## src/rtl/uart_tx_hs.sv

```systemverilog
// uart_tx_hs: byte-wide 8N1/8N2 UART transmitter fed by a 4-phase
// rsp_req/rsp_data/rsp_ack handshake from the command processor.
// Bits are sent LSB first; every bit lasts exactly P_CLK_DIV clocks.
//
// Handshake semantics (req/ack, 4-phase):
//   - Upstream raises rsp_req with a stable byte on rsp_data.
//   - In S_IDLE the byte is taken on the first clock rsp_req is high. rsp_ack
//     rises on the next clock and stays high for the whole frame.
//   - After the stop bit(s), rsp_ack is held until rsp_req is low. Its falling
//     edge means "byte is on the wire, present the next one".
//   - For P_ACK_GAP clocks after rsp_ack falls, rsp_req and rsp_data are ignored.
//     This masks a stale byte that upstream may still show for a couple of clocks.
//
// Legal parameters: P_CLK_DIV >= 4, P_STOP_BITS in {1,2}, P_ACK_GAP >= 1.

module uart_tx_hs #(
  parameter int P_CLK_DIV   = 100,
  parameter int P_STOP_BITS = 1,
  parameter int P_ACK_GAP   = 4
) (
  input  logic       clk,
  input  logic       rst,
  input  logic       rsp_req,
  input  logic [7:0] rsp_data,
  output logic       rsp_ack,
  output logic       tx,
  output logic       busy,
  output logic [2:0] dbg_state
);

  // Counter widths. The baud counter only ever needs to reach P_CLK_DIV-1.
  localparam int LP_BAUD_W = (P_CLK_DIV > 1) ? $clog2(P_CLK_DIV) : 1;
  localparam int LP_GAP_W  = (P_ACK_GAP > 1) ? $clog2(P_ACK_GAP) : 1;

  localparam logic [LP_BAUD_W-1:0] LP_BAUD_LAST = LP_BAUD_W'(P_CLK_DIV - 1);
  localparam logic [LP_GAP_W-1:0]  LP_GAP_LAST  = LP_GAP_W'(P_ACK_GAP - 1);
  localparam logic                 LP_STOP_LAST = (P_STOP_BITS == 2) ? 1'b1 : 1'b0;

  typedef enum logic [2:0] {
    S_IDLE     = 3'd0,
    S_START    = 3'd1,
    S_DATA     = 3'd2,
    S_STOP     = 3'd3,
    S_ACK_WAIT = 3'd4,
    S_GAP      = 3'd5
  } state_t;

  state_t                r_state;
  logic                  r_tx;
  logic                  r_ack;
  logic                  r_busy;
  logic [7:0]            r_shift;
  logic [LP_BAUD_W-1:0]  r_baud;
  logic [2:0]            r_bit_cnt;
  logic                  r_stop_cnt;
  logic [LP_GAP_W-1:0]   r_gap_cnt;

  // One bit period ends when the baud counter reaches its last value.
  logic w_bit_end;
  assign w_bit_end = (r_baud == LP_BAUD_LAST);

  // Transmit FSM: all outputs are registered here, next to the state they depend on.
  always_ff @(posedge clk) begin
    if (rst) begin
      r_state    <= S_IDLE;
      r_tx       <= 1'b1;
      r_ack      <= 1'b0;
      r_busy     <= 1'b0;
      r_shift    <= '0;
      r_baud     <= '0;
      r_bit_cnt  <= '0;
      r_stop_cnt <= 1'b0;
      r_gap_cnt  <= '0;
    end else begin
      case (r_state)
        S_IDLE: begin
          r_tx   <= 1'b1;
          r_ack  <= 1'b0;
          r_busy <= 1'b0;
          r_baud <= '0;
          if (rsp_req) begin
            // Byte is captured here only; later changes on rsp_data are ignored.
            r_shift    <= rsp_data;
            r_ack      <= 1'b1;
            r_busy     <= 1'b1;
            r_tx       <= 1'b0;
            r_bit_cnt  <= '0;
            r_stop_cnt <= 1'b0;
            r_state    <= S_START;
          end
        end

        S_START: begin
          if (w_bit_end) begin
            // The baud counter reloads at each bit boundary, so bit lengths cannot drift.
            r_baud    <= '0;
            r_tx      <= r_shift[0];
            r_shift   <= {1'b0, r_shift[7:1]};
            r_bit_cnt <= '0;
            r_state   <= S_DATA;
          end else begin
            r_baud <= r_baud + LP_BAUD_W'(1);
          end
        end

        S_DATA: begin
          if (w_bit_end) begin
            r_baud <= '0;
            if (r_bit_cnt == 3'd7) begin
              r_tx       <= 1'b1;
              r_stop_cnt <= 1'b0;
              r_state    <= S_STOP;
            end else begin
              r_tx      <= r_shift[0];
              r_shift   <= {1'b0, r_shift[7:1]};
              r_bit_cnt <= r_bit_cnt + 3'd1;
            end
          end else begin
            r_baud <= r_baud + LP_BAUD_W'(1);
          end
        end

        S_STOP: begin
          r_tx <= 1'b1;
          if (w_bit_end) begin
            r_baud <= '0;
            if (r_stop_cnt == LP_STOP_LAST) begin
              r_state <= S_ACK_WAIT;
            end else begin
              r_stop_cnt <= 1'b1;
            end
          end else begin
            r_baud <= r_baud + LP_BAUD_W'(1);
          end
        end

        S_ACK_WAIT: begin
          // rsp_ack stays high until upstream withdraws rsp_req. This can happen
          // on the first cycle in this state.
          r_tx <= 1'b1;
          if (!rsp_req) begin
            r_ack     <= 1'b0;
            r_gap_cnt <= '0;
            r_state   <= S_GAP;
          end
        end

        S_GAP: begin
          // rsp_req/rsp_data are deliberately ignored here. This keeps a stale
          // byte from being sent twice.
          r_tx <= 1'b1;
          if (r_gap_cnt == LP_GAP_LAST) begin
            r_busy  <= 1'b0;
            r_state <= S_IDLE;
          end else begin
            r_gap_cnt <= r_gap_cnt + LP_GAP_W'(1);
          end
        end

        default: begin
          r_state <= S_IDLE;
          r_tx    <= 1'b1;
          r_ack   <= 1'b0;
          r_busy  <= 1'b0;
          r_baud  <= '0;
        end
      endcase
    end
  end

  assign tx        = r_tx;
  assign rsp_ack   = r_ack;
  assign busy      = r_busy;
  assign dbg_state = r_state;

endmodule

```

## config.mk

```make
export PLATFORM = sky130hd
export DESIGN_NAME = uart_tx_hs
export DESIGN_NICKNAME = d
export VERILOG_FILES = /design/src/rtl/uart_tx_hs.sv
export SDC_FILE = /design/constraint.sdc
export NUM_CORES = 1
export LEC_CHECK = 0
export ABC_AREA = 1
export CAP_MARGIN = 20
export CORE_ASPECT_RATIO = 0.8
export CORE_MARGIN = 2
export CORE_UTILIZATION = 40
export DETAILED_ROUTE_END_ITERATION = 6
export PLACE_DENSITY = 0.71
export SLEW_MARGIN = 25
export SYNTH_ARGS = -nofsm -noshare
export SYNTH_HDL_FRONTEND = slang
export SYNTH_SLANG_ARGS = --single-unit
```

## constraint.sdc

```tcl
create_clock -name clk -period 4.15 [get_ports clk]
set_input_delay 0.415 -clock clk [delete_from_list [all_inputs] [get_ports clk]]
set_output_delay 0.415 -clock clk [all_outputs]
set_load 0.02 [all_outputs]
```

Yosys cells after proc, flatten, opt, wreduce, memory -nomap -nowiden
Cells that the tools add are included.
{"block": "word_totals", "reg_bits": 27, "latch_bits": 0, "ram_bits": 0, "romBits": 0, "out_inout_bits": 6, "word_cells": 87, "mem_count": 0}
{"block": "op_classes", "addsub": 3, "mul": 0, "n_div": 0, "magnitude_cmp": 0, "eq_ne": 18, "shifts": 0, "mux": 40, "n_bitwise": 2, "reduce_logical": 15}
{"cell": "3-bit 2-to-1 mux", "count": 12}
{"cell": "8-bit 2-to-1 mux", "count": 4}
{"cell": "8-bit one-hot mux with 3 select lines", "count": 1}
{"cell": "2-bit inequality test, second input constant", "count": 10}
{"cell": "3-bit one-hot mux with 6 select lines", "count": 1}
{"cell": "7-bit one-hot mux with 2 select lines", "count": 1}
{"cell": "1-bit 2-to-1 mux", "count": 12}
{"cell": "1-bit one-hot mux with 3 select lines", "count": 4}
{"cell": "5-bit AND reduction", "count": 2}
{"cell": "3-bit == test, second input constant", "count": 3}
{"cell": "3-bit one-hot mux with 3 select lines", "count": 1}
{"cell": "8-bit AND reduction", "count": 1}
{"cell": "4-bit OR reduction", "count": 2}
{"cell": "7-bit by 1-bit adder with 7-bit output, second input constant", "count": 1}
{"cell": "7-bit == test, second input constant", "count": 1}
{"cell": "7-bit 2-to-1 mux", "count": 1}
{"cell": "3-bit by 2-bit == test with 1-bit output, second input constant", "count": 2}
{"cell": "2-bit AND reduction", "count": 3}
{"cell": "3-bit nonzero test", "count": 2}
{"cell": "2-bit 2-to-1 mux", "count": 2}
{"cell": "2-bit one-hot mux with 2 select lines", "count": 1}
{"cell": "3-bit by 1-bit adder with 3-bit output, second input constant", "count": 1}
{"cell": "3-bit by 1-bit == test with 1-bit output, second input constant", "count": 1}
{"cell": "3-bit zero test", "count": 1}
{"cell": "7 further kinds", "count": 8}

Depth between registers and ports, before layout
{"block": "logic_depth", "word_depth": 4, "mapped_depth": 9, "ltp_nobuf": 9}

Least setup slack after synthesis
OpenSTA, ideal clock, no wires.
{"block": "synth_path", "kind": "reg-to-reg", "startpoint": "register r_state[1], in the netlist dbg_state[1]", "endpoint": "register r_shift[0]", "arrival_ns": 1.365, "slack_ns": 2.672, "stages_incl_launch_ff": 9, "path_buffers": 1, "path_cell_list": "dfxtp_1 -> nand2_1 -> nand2_2 -> nor2_4 -> nand2_4 -> nand3_4 -> buf_8 -> nor2_1 -> nor2_1"}
{"block": "synth_between", "elab_chain_len": 3}
{"item": "start: declaration", "line_no": "48", "source": "state_t r_state;"}
{"item": "start signal: assignment", "line_no": "65", "source": "r_state <= S_IDLE;"}
{"item": "start signal: assignment", "line_no": "89", "source": "r_state <= S_START;"}
{"item": "start signal: assignment", "line_no": "100", "source": "r_state <= S_DATA;"}
{"item": "3-bit by 2-bit == test with 1-bit output, or another cell as far along", "line_no": "75", "source": "case (r_state)"}
{"item": "2-bit inequality test (no source line) / 3-bit nonzero test (equally long branches)"}
{"item": "5-bit AND reduction (no source line)"}
{"item": "end signal: assignment", "line_no": "83", "source": "r_shift <= rsp_data;"}
{"item": "end signal: assignment", "line_no": "98", "source": "r_shift <= {1'b0, r_shift[7:1]};"}
{"item": "end signal: assignment", "line_no": "115", "source": "r_shift <= {1'b0, r_shift[7:1]};"}
{"item": "end: declaration", "line_no": "52", "source": "logic [7:0] r_shift;"}
Several ways; a longest one is shown, not always the timed one.
A chain may end at the register's enable or synchronous reset.

Final worst setup path
{"block": "layout_path", "startpoint": "register r_state[1], in the netlist dbg_state[1]", "endpoint": "output port dbg_state[1]"}
{"item": "end: declaration", "line_no": "28", "source": "output logic [2:0] dbg_state"}
No word-level cell between the ends.

==> results.sh <==
export IMPL_status="finished clean"
export IMPL_start_kind="flip-flop"
export IMPL_clk_pin_slew_ps=90
export IMPL_cts_tree="done"
export IMPL_grt_pass1_wl_um=4471
export IMPL_dpl_worst_slack_ps=2289
export IMPL_antenna_left=0
export IMPL_p_leak_nw=0.7308
export IMPL_yosysSeqAreaShare_pct=37.24
export IMPL_synthCells=210
export IMPL_clockPowerShare_pct=14.1
export IMPL_hold_violations=0
export IMPL_critical_path_top_delay_family="buffers and inverters"
export IMPL_die_area_um2=3986
export IMPL_fmax_mhz=518.1
export IMPL_place_gp_congestion=0.8231
export IMPL_insertion_delay_ps=270
export IMPL_postPlaceCellArea_um2=1577
export IMPL_holdBufCountCts=0
export IMPL_avgSynthCellArea_um2=6.655
export IMPL_synthesis_area_um2=1398
export IMPL_critical_path_class="reg2out"
export IMPL_p_int_uw=551.9
export IMPL_min_period_over_period_pct=46.51
export IMPL_antenna_found_initial=0
export IMPL_post_route_min_period_ps=1930
export IMPL_switchingPower_uw=452.8
export IMPL_crit_chain="clkdlybuf4s50_1"
export IMPL_reg2reg_slack_ps=2550
export IMPL_die_width_um=70.09
export IMPL_grt_max_degree=20
export IMPL_worstPathRequired_ps=3730
export IMPL_placementRows=19
export IMPL_hold_path_class="reg2reg"
export IMPL_detail_route_wl_per_cell_um=10.01
export IMPL_final_util_pct=47.59
export IMPL_vias=1243
export IMPL_cap_violations=0
export IMPL_dieHeight_um=56.87
export IMPL_core_um2=3400
export IMPL_grt_overflow_total=0
export IMPL_io_pin_count=17
export IMPL_antennaDiodeCount=0
export IMPL_cts_sinks=26
export IMPL_maxSlewHeadroom_pct=69.45
export IMPL_p_total_mw=1.005
export IMPL_arrival_ps=1520
export IMPL_first_pass_iters=4
export IMPL_tightest_slew_ps=456.8
export IMPL_tns_ps=0
export IMPL_h_tree_depth=1
export IMPL_worst_path_max_fanout=8
export IMPL_ys_warn_count=0
export IMPL_power_share_sequential_pct=35.5
export IMPL_share_comb_of_total_power_pct=50.5
export IMPL_place_inst=264
export IMPL_ctsLongestPathBuffers=2
export IMPL_rsz0062_at_grt="no"
export IMPL_drc=0
export IMPL_fin_ws_ps=2220
export IMPL_cts_resized=0
export IMPL_ir_drop_mv=0.2398
export IMPL_start_util_pct=41.11
export IMPL_crit_path_top_delay_cell="clkdlybuf4s50_1"
export IMPL_syn_nets=225
export IMPL_switching_share_pct=45.07
export IMPL_drt_vias_per_instance=4.655
export IMPL_layoutNonFillerInstCount=267
export IMPL_fin_area_um2=1618
export IMPL_finalWirelength_um=2673
export IMPL_cts_buffers=3
export IMPL_hold_ws_ps=473.3
export IMPL_fin_skew_ps=5.292
export IMPL_end_kind="primary output"
export IMPL_powerDensity_nw_per_um2=621.0
export IMPL_layout_nets=242
export IMPL_cp_num_buf_inv=1
export IMPL_grt_pass1_vias=1037
export IMPL_ys_ff_latch=26
export IMPL_finalMaxSlewViolations=0
export IMPL_syn_to_final_growth_pct=15.76
export IMPL_dp_final_hpwl_um=1956
export IMPL_cpPeakStageDelay_ps=680
export IMPL_portBuffers=16
export IMPL_track_usage_pct=13.91
export IMPL_post_cts_setup_buffers=0
export IMPL_root_buffer="clkbuf_8"
export IMPL_synth_cell_types=24
export IMPL_drt_iter0_markers=74
export IMPL_setup_viol=0
export IMPL_post_route_cells_drive_above_1_share_pct=6.222
export IMPL_fill_cells=350
[final cells by class]
cell class	count	area, µm²	share of cell area, %
Multi-Input combinational cell	152	738.2	45.63
Sequential cell	26	520.5	32.17
Timing Repair Buffer	16	160.2	9.899
Inverter	28	105.1	6.497
Tap cell	42	52.55	3.248
Clock buffer	3	41.29	2.552
[power by group through the flow]
stage	logic [mW]	clock network (mW)	registers, mW
after floorplan	0.397	0	0.375
after global placement	0.505	0	0.360
after detailed placement	0.504	0	0.362
after CTS	0.507	0.147	0.356
after global routing	0.571	0.157	0.366
final	0.507	0.141	0.356
[flip-flops by register name, indices dropped and copies added, names as in the netlist]
register,flops
busy,1
r_bit_cnt,3
tx,1
r_shift,8
dbg_state,3
r_baud,7
r_gap_cnt,2
rsp_ack,1
[path summary, 6_finish.rpt]
kind,depth (start not counted),start,endpoint
setup / recovery,1,dbg_state[1],dbg_state[1]
hold / removal,2,r_gap_cnt[1],r_gap_cnt[1]
setup reg to reg,7,dbg_state[1],dbg_state[0]
hold reg to reg,2,r_gap_cnt[1],r_gap_cnt[1]
[cell usage in the layout, fill, tap and decap left out, types with 4 or more instances in the layout]
| cell | instances |
|---|---|
| nand2_1 | 56 |
| o21ai_0 | 13 |
| ha_1 | 4 |
| a21oi_1 | 17 |
| clkdlybuf4s50_1 | 16 |
| nand4_1 | 5 |
| inv_1 | 25 |
| nor2_1 | 34 |
| dfxtp_1 | 26 |
| nand3_1 | 10 |
[synthesized netlist by cell type (all sizes together)]
cell / instances / area (µm²)
nand2: 58 / 227.7
nor2: 38 / 167.7
inv: 28 / 105.1
dfxtp: 26 / 520.5
a21oi: 17 / 85.08
o21ai: 13 / 65.06
nand3: 11 / 67.57
nand4: 5 / 31.28
ha: 4 / 50.05
buf: 2 / 26.27
clkbuf: 2 / 7.510
a31o: 1 / 8.760
nor3: 1 / 5.000
o211ai: 1 / 7.510
o21a: 1 / 7.510
o22ai: 1 / 6.260
xor2: 1 / 8.760
[worst min-delay path: stages (launching register included)]
cell,delay [ps]
dfxtp_1,320
nand2_1,60
a21oi_1,50
[metal layers]
metal / GRT usage [%] / up-vias / share of wire (%)
met1: 20.20 / 528 / 54
met5: 0 / - / 0
met3: 4.309 / 2 / 3.3
met2: 20.00 / 16 / 42
li1: - / 697 / -
met4: 3.297 / 0 / 0.82
[logic make-up (layout without fill, tap and decap cells)]
group / after synthesis / count (layout) / synth area share [%]
xor gates and xnor gates: 1 / 1 / 0.6268
AOI/OAI and AO/OA: 34 / 34 / 12.89
adders and majority gates: 4 / 4 / 3.581
and+or+nand+nor: 113 / 113 / 35.72
DFF: 26 / 26 / 37.24
buffers and inverters: 32 / 47 / 9.937
No activity file was read; power rests on OpenSTA's default activity.
